--- config.mk ---
export PLATFORM = sky130hd
export DESIGN_NAME = serial_frame_receiver
export DESIGN_NICKNAME = d
export VERILOG_FILES = /design/src/rtl/serial_frame_receiver.sv
export SDC_FILE = /design/constraint.sdc
export NUM_CORES = 1
export LEC_CHECK = 0
export ABC_AREA = 1
export CORE_UTILIZATION = 50
export CTS_CLUSTER_DIAMETER = 60
export DETAILED_ROUTE_END_ITERATION = 10
export PLACE_DENSITY = 0.76
export SLEW_MARGIN = 20
export SYNTH_ARGS = -nofsm -noshare
export SYNTH_HDL_FRONTEND = slang
export SYNTH_SLANG_ARGS = --single-unit
--- constraint.sdc ---
create_clock -name clk -period 1.2 [get_ports clk]
set_input_delay 0.12 -clock clk [delete_from_list [all_inputs] [get_ports clk]]
set_output_delay 0.12 -clock clk [all_outputs]
set_load 0.02 [all_outputs]
--- src/rtl/serial_frame_receiver.sv ---
// serial_frame_receiver
//   Receives asynchronous-style serial frames on a single line whose bit
//   timing is given by an external strobe. A frame is one start bit (0),
//   DATA_W data bits sent LSB first, an optional even-parity bit, and one
//   stop bit (1). Good frames are presented on data_out with a
//   valid/ready handshake. Bad frames and dropped frames are reported
//   with one-cycle pulses.
//
//   Compile-time option: define PARITY_CHECK_EN to expect and check an
//   even-parity bit after the data bits. Without it the frame has no
//   parity bit, and parity_err is held at 0.
//
// Ports
//   clk        : clock; all state changes on its rising edge
//   rst        : synchronous active-high reset
//   bit_en     : bit strobe; serial_in is sampled only when it is 1
//   serial_in  : serial line, idles at 1
//   data_out   : payload of the last accepted frame
//   data_valid : data_out holds a frame the consumer has not taken yet
//   data_ready : consumer accepts data_out
//   frame_err  : one-cycle pulse, stop bit was 0
//   parity_err : one-cycle pulse, parity mismatch (PARITY_CHECK_EN only)
//   overrun    : one-cycle pulse, good frame dropped because data_valid was 1
//
// Handshake: a transfer happens on every rising clk edge where
// data_valid=1 and data_ready=1. data_out is stable while data_valid=1.
// data_valid stays high without a transfer. A new frame that arrives on
// the same edge as a transfer replaces the old one, and data_valid stays 1.

module serial_frame_receiver #(
  parameter int DATA_W = 8
) (
  input  logic              clk,
  input  logic              rst,
  input  logic              bit_en,
  input  logic              serial_in,
  output logic [DATA_W-1:0] data_out,
  output logic              data_valid,
  input  logic              data_ready,
  output logic              frame_err,
  output logic              parity_err,
  output logic              overrun
);

  localparam int CNT_W = $clog2(DATA_W + 1);
  localparam logic [CNT_W-1:0] LAST_BIT = CNT_W'(DATA_W - 1);

`ifdef PARITY_CHECK_EN
  typedef enum logic [1:0] {IDLE, DATA, PARITY, STOP} state_t;
`else
  typedef enum logic [1:0] {IDLE, DATA, STOP} state_t;
`endif

  state_t            state_q;
  logic [CNT_W-1:0]  cnt_q;
  logic [DATA_W-1:0] shreg_q;
  logic [DATA_W-1:0] shreg_d;
  logic [DATA_W-1:0] data_out_q;
  logic              data_valid_q;
  logic              frame_err_q;
  logic              overrun_q;
`ifdef PARITY_CHECK_EN
  logic              par_bad_q;
  logic              parity_err_q;
`endif

  // Data bits arrive LSB first, so shift new bits in from the top.
  assign shreg_d = {serial_in, shreg_q[DATA_W-1:1]};

  always_ff @(posedge clk) begin
    if (rst) begin
      state_q      <= IDLE;
      cnt_q        <= '0;
      shreg_q      <= '0;
      data_out_q   <= '0;
      data_valid_q <= 1'b0;
      frame_err_q  <= 1'b0;
      overrun_q    <= 1'b0;
`ifdef PARITY_CHECK_EN
      par_bad_q    <= 1'b0;
      parity_err_q <= 1'b0;
`endif
    end else begin
      frame_err_q <= 1'b0;
      overrun_q   <= 1'b0;
`ifdef PARITY_CHECK_EN
      parity_err_q <= 1'b0;
`endif
      // Consumption. A delivery later in this block overrides this clear.
      if (data_valid_q && data_ready) data_valid_q <= 1'b0;

      if (bit_en) begin
        case (state_q)
          IDLE: begin
            if (!serial_in) begin
              state_q <= DATA;
              cnt_q   <= '0;
            end
          end
          DATA: begin
            shreg_q <= shreg_d;
            cnt_q   <= cnt_q + CNT_W'(1);
            if (cnt_q == LAST_BIT) begin
`ifdef PARITY_CHECK_EN
              state_q <= PARITY;
`else
              state_q <= STOP;
`endif
            end
          end
`ifdef PARITY_CHECK_EN
          PARITY: begin
            // Even parity: XOR of the data bits and the parity bit must be 0.
            par_bad_q <= (^shreg_q) ^ serial_in;
            state_q   <= STOP;
          end
`endif
          STOP: begin
            // A 0 stop bit is not taken as a new start bit. The FSM always
            // returns to IDLE and waits for a fresh falling bit.
            state_q <= IDLE;
`ifdef PARITY_CHECK_EN
            if (par_bad_q) begin
              parity_err_q <= 1'b1;
            end else
`endif
            if (!serial_in) begin
              frame_err_q <= 1'b1;
            end else if (data_valid_q && !data_ready) begin
              overrun_q <= 1'b1;
            end else begin
              data_out_q   <= shreg_q;
              data_valid_q <= 1'b1;
            end
          end
          default: state_q <= IDLE;
        endcase
      end
    end
  end

  assign data_out   = data_out_q;
  assign data_valid = data_valid_q;
  assign frame_err  = frame_err_q;
  assign overrun    = overrun_q;
`ifdef PARITY_CHECK_EN
  assign parity_err = parity_err_q;
`else
  assign parity_err = 1'b0;
`endif

endmodule

==> key figures <==
Place
  – Dpl cell area: approximately 1200 sq um
  – Final GP Congestion: approximately 0.8
  – Post-Place Setup Slack: -0.09855 ns
  – DPL Wire Length: around 1500 microns
  – I/O Buffers: 15

Route
  – DR WL/cell: 11.80 microns
  – Starting DRT DRC Count: 16
  – TritonRoute pass-1 iters: 4
  – Routed WL: between 2000 and 2500 microns
  – Post-DRT Antenna Nets: 0
  – # DRC: 0
  – Vias per cell: 5.145
  – Vias: between 900 and 1000

Floorplanning
  – DIE AREA: ~2200 sq um
  – Initial Utilization: 56.15%
  – Die height: 47.22 microns
  – Core area: 1821 sq um
  – Num rows: 15
  – Die Width: ~47 microns
  – IO Count: 17

Setup path
  – Critical-path cell list: dlygate4sd2_1
  – CP max stage delay: about 0.36 ns
  – Arrival time worst endpoint: a little over 1 ns
  – Largest fanout on the critical path: 2
  – Slowest CP cell: dfxtp_1
  – Critical Path RT: 1.08 ns
  – CP Buf/Inv Count: 1
  – Delay-heaviest family, CP: flip-flops
  – Kind of critical path: register to primary output
  – CP Launch Type: register
  – Critical path endpoint category: primary output

Synthesis
  – Avg Inst Size Synth: between 7 and 8 sq um
  – Synth cell types: 24
  – Post-synthesis instance total: about 130
  – Syn nets: ~130
  – Seq cells post-synth: 25
  – Sequential fraction of the synthesis area: a little under 50%
  – Synth warn: 0
  – Synth Cell Area: just over 1000 sq um

GRT
  – First-pass GRT wire length: roughly 3300 microns
  – Number of global-route vias before repair: 777
  – Largest net degree at the start of global routing: 15
  – Global route overflow: 0
  – GRT Util Overall: 21.56%
  – Initial antenna violation count: 0

Finish
  – Final #Nets: about 160
  – Area grow syn2layout: 26.07%
  – Final instance area: between 1000 and 1500 sq um
  – Diode count: 0
  – Share of cells above drive strength 1: between 20% and 30%

Clock network
  – Max Buffers Root-to-Sink: 2
  – CTS Hold Bufs: 0
  – TritonCTS Buffers: 3
  – CTS tree: yes
  – Clk pin slew, worst setup/hold paths: roughly 0.13 ns
  – Root Driver: clkbuf_4
  – Worst skew pair latency: 0.32 ns
  – CTS HTree Levels: 1
  – CTS sink cnt: 25

Timing
  – Fin. Hold Viols: 0
  – Unrepaired setup endpoints after global routing: no
  – Fin crit period: about 1.1 ns
  – Final TNS setup: 0 ns
  – Slew Viols, Final: 0
  – Final setup vio count: 0
  – Clock Skews: between 0.001 and 0.0015 ns
  – Final worst slack: 0.06746 ns
  – Fin crit share: 94.38%
  – Max Fclk: 883.0 MHz
  – Hold slack: approximately 0.45 ns

Hold path
  – HP Class: input port to register

Run status
  – Outcome: completed

Job
  – Max-Cap Viols: 0

Power
  – Final total power: between 1 and 1.5 mW
  – Pwr dens: around 1100 nW/um^2
  – VDD IR max: 840.7 uV
  – LEAKAGE: 0.5244 nW
-- cell usage in the layout (no fill, tap or decap), drive strengths merged --
cell and instances:
conb 1, a21oi 15, clkdlybuf4s50 4, dfxtp 25, nand3b 1, clkdlybuf4s15 1, ha 1, clkinv 2
inv 9, nor4 2, xor2 1, nand3 15, clkbuf 3, nor2 25, o21ai 9, nand2 20
dlygate4sd2 10, buf 10
-- layer usage --
layer	wire, microns	vias up	share of wire, %	GRT usage [%]
met5	0	-	0	0
met4	27	0	1.3	10.29
met3	84	4	4.0	3.462
met2	1068	23	51	36.67
met1	932	421	44	26.54
li1	-	473	-	-
-- logic make-up after synthesis --
logic type / after synthesis / share of synthesized area, %
compound gates: 24 / 12.48
xor+xnor: 1 / 0.8569
fa+ha+maj: 1 / 1.224
buf+inv: 14 / 7.098
flops: 25 / 48.96
other cells: 1 / 0.3668
simple gates: 62 / 29.01
-- registers in the layout (all words and copies together) (netlist names) --
register	flops
data_out	8
shreg_q	8
cnt_q	4
state_q	2
data_valid	1
frame_err	1
overrun	1
-- synth_stat cells --
| master | count | share of area, % |
|---|---|---|
| dfxtp_1 | 25 | 49 |
| a21oi_2 | 2 | 1.7 |
| ha_1 | 1 | 1.2 |
| clkbuf_1 | 1 | 0.37 |
| conb_1 | 1 | 0.37 |
| inv_1 | 6 | 2.2 |
| a21oi_1 | 13 | 6.4 |
| nor2_2 | 3 | 1.8 |
| nand2_1 | 18 | 6.6 |
| buf_4 | 2 | 1.5 |
| xor2_1 | 1 | 0.86 |
| nor4_1 | 2 | 1.2 |
| nand3b_1 | 1 | 0.73 |
| o21ai_0 | 1 | 0.49 |
| nand3_4 | 1 | 1.7 |
| nor2_1 | 21 | 7.7 |
| o21ai_1 | 8 | 3.9 |
| buf_6 | 1 | 1.1 |
| clkinv_4 | 1 | 0.86 |
| nor2_4 | 1 | 1.1 |
| nand3_1 | 12 | 5.9 |
| nand2_2 | 2 | 1.2 |
| nand3_2 | 1 | 0.98 |
| inv_2 | 3 | 1.1 |
-- metrics by stage --
step	std cells	util [%]
CTS	177	68.93
floorplan	128	-
global route	179	70.79
global placement	173	68.18
detailed placement	173	68.18
finish	179	70.79
-- final timing paths --
kind | start | endpoint | slack [ns] | cells after the start
hold reg to reg | shreg_q[0] | shreg_q[0] | 0.47 | 2
setup reg to reg | state_q[0] | data_out[4] | 0.09 | 7
hold / removal | serial_in | overrun | 0.45 | 3
setup / recovery | data_out[4] | data_out[4] | 0.07 | 1
-- report_power, final --
part           switching (mW)  total [mW]  internal [mW]  leakage, nW
Sequential            0.00939       0.851          0.841        0.203
Clock                   0.247       0.371          0.125       0.0177
Combinational          0.0976       0.161         0.0633        0.304
-- final cells by class --
| class | count | area [sq um] |
|---|---|---|
| Fill cell | 153 | 531.8 |
| Clock inverter | 1 | 5.005 |
| Timing Repair Buffer | 25 | 212.7 |
| Clock buffer | 3 | 22.52 |
| Multi-Input combinational cell | 90 | 469.2 |
| Sequential cell | 25 | 503.0 |
| Inverter | 10 | 45.04 |
| Tap cell | 25 | 31.28 |
-- timing repair --
action / in CTS / in global routing
endpoints found under the hold margin: 0 / 0
resized for setup: 11 / 6
setup buffers: 0 / 1
endpoints found under the setup margin: 11 / 13
gates cloned: 0 / 1
pin swaps: 0 / 3
Power figures use the tool's default switching activity.
==> RTL edit 1 (config.mk and constraints unchanged) <==
The parameter `DATA_W` goes from 8 to 16.
--- a/src/rtl/serial_frame_receiver.sv
+++ b/src/rtl/serial_frame_receiver.sv
@@ -29,5 +29,5 @@
 
 module serial_frame_receiver #(
-  parameter int DATA_W = 8
+  parameter int DATA_W = 16
 ) (
   input  logic              clk,
Ports: changed (resized data_out); port bits go from 17 to 25. The function was not compared with the original's and may differ.
==> RTL edit 1 against the original RTL <==
The flow now finishes with violations (setup timing). Sequential power increased by 65%. Clock skew grew 3.0 ps. First-iteration DRC count increased to 3.3 times the old value. Sequential cell count grew 17. Setup slack lost 70 ps. Design area up 74%. Non-clock buffer count rose by 15. Routed wire length increased by 60%. Power is 63% higher. Synthesized area rose by 65%. Largest cell class unchanged.
==> RTL edit 1: results (changes against the original RTL) <==
Final Worst Setup Slack=-2.282 ps (-69.74 ps); Post-DP Area=2032 um2 (+64%); fraction of cell area in non-clock buffers=17.35% (+0.85 points); Multi-input gate area=778.2 um2 (+66%); first-pass GRT wire length=4.947 mm (+49%); slowest cell on the critical path=dfxtp_2; most common cell after layout, fill and taps aside=nand2_1; share of layout cells above drive strength 1=19.64% (-0.49 points); worst hold path type=reg -> reg; vias in the first global route=1178 (+52%); worst skew pair latency=340 ps (+20 ps); Peak VDD IR=666.1 uV (-21%); Setup WS pre-CTS=-194.2 ps (-95.61 ps); CP Max Fanout=8 (+6); via count=1532 (+66%); clock tree cell share of total cell area=2.679% (+0.54 points); ranking of synthesized cells by area=dfxtp_1, nand2_1, nor2_1; CTS Buf Count=5 (+2); Syn Area/Cell=6.990 um2 (-12%); Fillers=267 (+75%); Internal=1.733 mW (+68%); Final Setup Violations=1 (+1); H-tree Lvls=2 (+1); HPWL after detailed placement=2.019 mm (+35%); PostCTS Resize Cnt=30 (+19); number of signal-net buffers in the layout=40 (+60%); Final Util=71.68% (+0.89 points); final WL=3.373 mm (+60%); Leakage=0.9172 nW (+75%); failing checks=setup timing; syn_nets=249 (+86%); Final Net Count=286 (+78%); status=complete, but fails checks
RTL edit 1: cell count changes after synthesis, moves of 3 or more:
cell     delta
nand4_1     +3
inv_1      +20
nand2_1    +67
o21ai_1     -8
dfxtp_1    +17
a21oi_1     +8
nand3_1     -6
nor2_1     +17
inv_2       -3
RTL edit 1: kinds of logic after synthesis:
family	count (synthesis)	share of synthesized area [%]
AND/OR/NAND/NOR	138	32.40
flip-flops	42	49.70
buffers and inverters	38	9.984
AO/OA/AOI/OAI	21	6.213
adder cells (fa/ha/maj)	2	1.479
other	1	0.2217
RTL edit 1: power groups by stage:
stage	Combinational (mW)	Clock [mW]	Sequential (mW)
final	0.131	0.720	1.40
after global routing	0.146	0.817	1.41
after CTS	0.124	0.745	1.40
after floorplan	0.0783	0	1.43
after detailed placement	0.122	0	1.43
after global placement	0.122	0	1.43
RTL edit 1: layer usage:
metal / global-route usage, % / wire length (um)
met3: 3.896 / 133
met2: 30.77 / 1641
met5: 0 / 0
met1: 22.99 / 1513
met4: 9.967 / 84
RTL edit 1: worst paths after layout:
| path | from | to | slack (ps) | cells past startpoint |
|---|---|---|---|---|
| worst max-delay path | state_q[0]$_SDFFE_PP0P_ | data_out[8]$_SDFFE_PP0P_ | -2 | 7 |
| worst max register to register | state_q[0]$_SDFFE_PP0P_ | data_out[8]$_SDFFE_PP0P_ | -2 | 7 |
| worst min-delay path | shreg_q[0]$_SDFFE_PP0P_ | shreg_q[0]$_SDFFE_PP0P_ | 480 | 2 |
| worst min register to register | shreg_q[0]$_SDFFE_PP0P_ | shreg_q[0]$_SDFFE_PP0P_ | 480 | 2 |
RTL edit 1: stage by stage:
stage	power [mW]	TNS (ps)
CTS	2.271	-7.155
finish	2.255	-2.282
floorplan	1.510	0
global route	2.369	-740.0
global placement	1.554	-3954
detailed placement	1.554	-4483
==> RTL edit 2 (config.mk and constraints unchanged) <==
Made on the original files. Encoding of `state_t`: now one-hot (3 bits for 3 states).
--- a/src/rtl/serial_frame_receiver.sv
+++ b/src/rtl/serial_frame_receiver.sv
@@ -49,5 +49,5 @@
   typedef enum logic [1:0] {IDLE, DATA, PARITY, STOP} state_t;
 `else
-  typedef enum logic [1:0] {IDLE, DATA, STOP} state_t;
+  typedef enum logic [2:0] {IDLE = 3'b001, DATA = 3'b010, STOP = 3'b100} state_t;
 `endif
 
Check against the original RTL: no difference found for any inputs over 10 cycles, from zero or initial values and one cycle with rst high; not proved beyond that.
==> RTL edit 2 against the original RTL <==
Sequential cell count rose by 1. Setup slack got worse by 54 ps. Synthesized area rose by 6.9%. Design area rose by 20%. Routed wire length rose by 27%. Critical path type is now reg -> reg. Highest routed layer unchanged. Maximum frequency fell by 4.5%.
Power is not compared: it rests on default switching activity, and its combinational part moved more than twofold at a synthesized area within 25%.
==> RTL edit 2: results (changes against the original RTL) <==
share of layout cells above drive strength 1=28.49% (+8.4 points); met2 wire len=1.426 mm (+34%); Final Net Count=193 (+20%); Post-synth top cells=nand2_1, nor2_1, dfxtp_1, nand3_1, inv_1; post-route met1 wirelength=1.117 mm (+20%); Post-DP Area=1370 um2 (+10%); placed cells=206 (+19%); Setup WS pre-CTS=-242.6 ps (-144.0 ps); crit-path max cell delay=400 ps (+40 ps); final WL=2.684 mm (+27%); WL per Instance=12.60 um (+6.7%); Worst R2R Path Depth=6 (-1); CP Max Fanout=4 (+2); Total Routing Usage GR=22.00% (+0.44 points); RePlAce Congestion=0.7563 (-4.9%); Post CTS Setup Buffer Count=1 (+1); Vias/cell=5.221 (+1.5%); Iter 0 DRT Violations=18 (+2); Distinct cells, synth=23 (-4.2%); setup slack, reg-to-reg=10 ps (-80 ps); Detail Route met3 WL=77 um (-8.3%); Hold Path End=overrun$_SDFF_PP0_; Syn Area/Cell=7.186 um2 (-10%); final total power=1.705 mW; syn_nets=158 (+18%); status=completed; ranking of synthesized cells by area=dfxtp_1, nand2_1, nor2_1; hold_ws=432.7 ps (-17.31 ps); worst skew pair latency=320 ps (about the same); Layout Skew=8.568 ps (+7.210 ps); PostCTS Resize Cnt=18 (+7); r2r endpoint=data_out[0]$_SDFFE_PP0P_; Reg-to-Reg Start=state_q[2]$_SDFFE_PP0P_
RTL edit 2: changes by cell type in the layout (fill, tap and decap cells not counted), sizes merged, moves of 2 or more:
cell	unedited run	this run
a21oi	15	12
nand3	15	18
buf	10	19
or2	0	2
inv	9	17
nor3	0	2
clkinv	2	0
nor2	25	27
nand2	20	30
RTL edit 2: worst max path at each step:
| stage | startpoint | endpoint | slack [ps] | cells after the start |
|---|---|---|---|---|
| after CTS | state_q[2]$_SDFFE_PP0P_ | data_out[5]$_SDFFE_PP0P_ | -20 | 6 |
| after floorplan | cnt_q[0]$_SDFFE_PP0P_ | state_q[0]$_SDFFE_PP1P_ | 70 | 6 |
| after detailed placement | bit_en | state_q[0]$_SDFFE_PP1P_ | -240 | 7 |
| after global routing | state_q[2]$_SDFFE_PP0P_ | data_out[6]$_SDFFE_PP0P_ | -70 | 5 |
| after global placement | bit_en | state_q[0]$_SDFFE_PP1P_ | -160 | 7 |
| final | state_q[2]$_SDFFE_PP0P_ | data_out[0]$_SDFFE_PP0P_ | 10 | 6 |
RTL edit 2: cell families (layout without fill, tap and decap cells):
group | count (synthesis) | after routing | synth area share, %
other cells | 1 | 1 | 0.3433
compound gates | 22 | 22 | 10.08
buf+inv | 22 | 55 | 9.050
fa+ha+maj | 1 | 1 | 1.145
simple gates | 80 | 81 | 31.73
flops | 26 | 26 | 47.65
RTL edit 2: cell type report:
class / instances / area [um2]
Multi-Input combinational cell: 105 / 580.6
Sequential cell: 26 / 534.3
Fill cell: 147 / 460.4
Timing Repair Buffer: 34 / 287.8
Inverter: 17 / 68.82
Clock buffer: 4 / 36.28
Tap cell: 27 / 33.78
RTL edit 2: per-layer routing:
layer,global-route usage [%],vias up
met5,0,-
met4,10.29,0
met3,2.516,8
met2,40.51,28
met1,25.00,514
li1,-,562
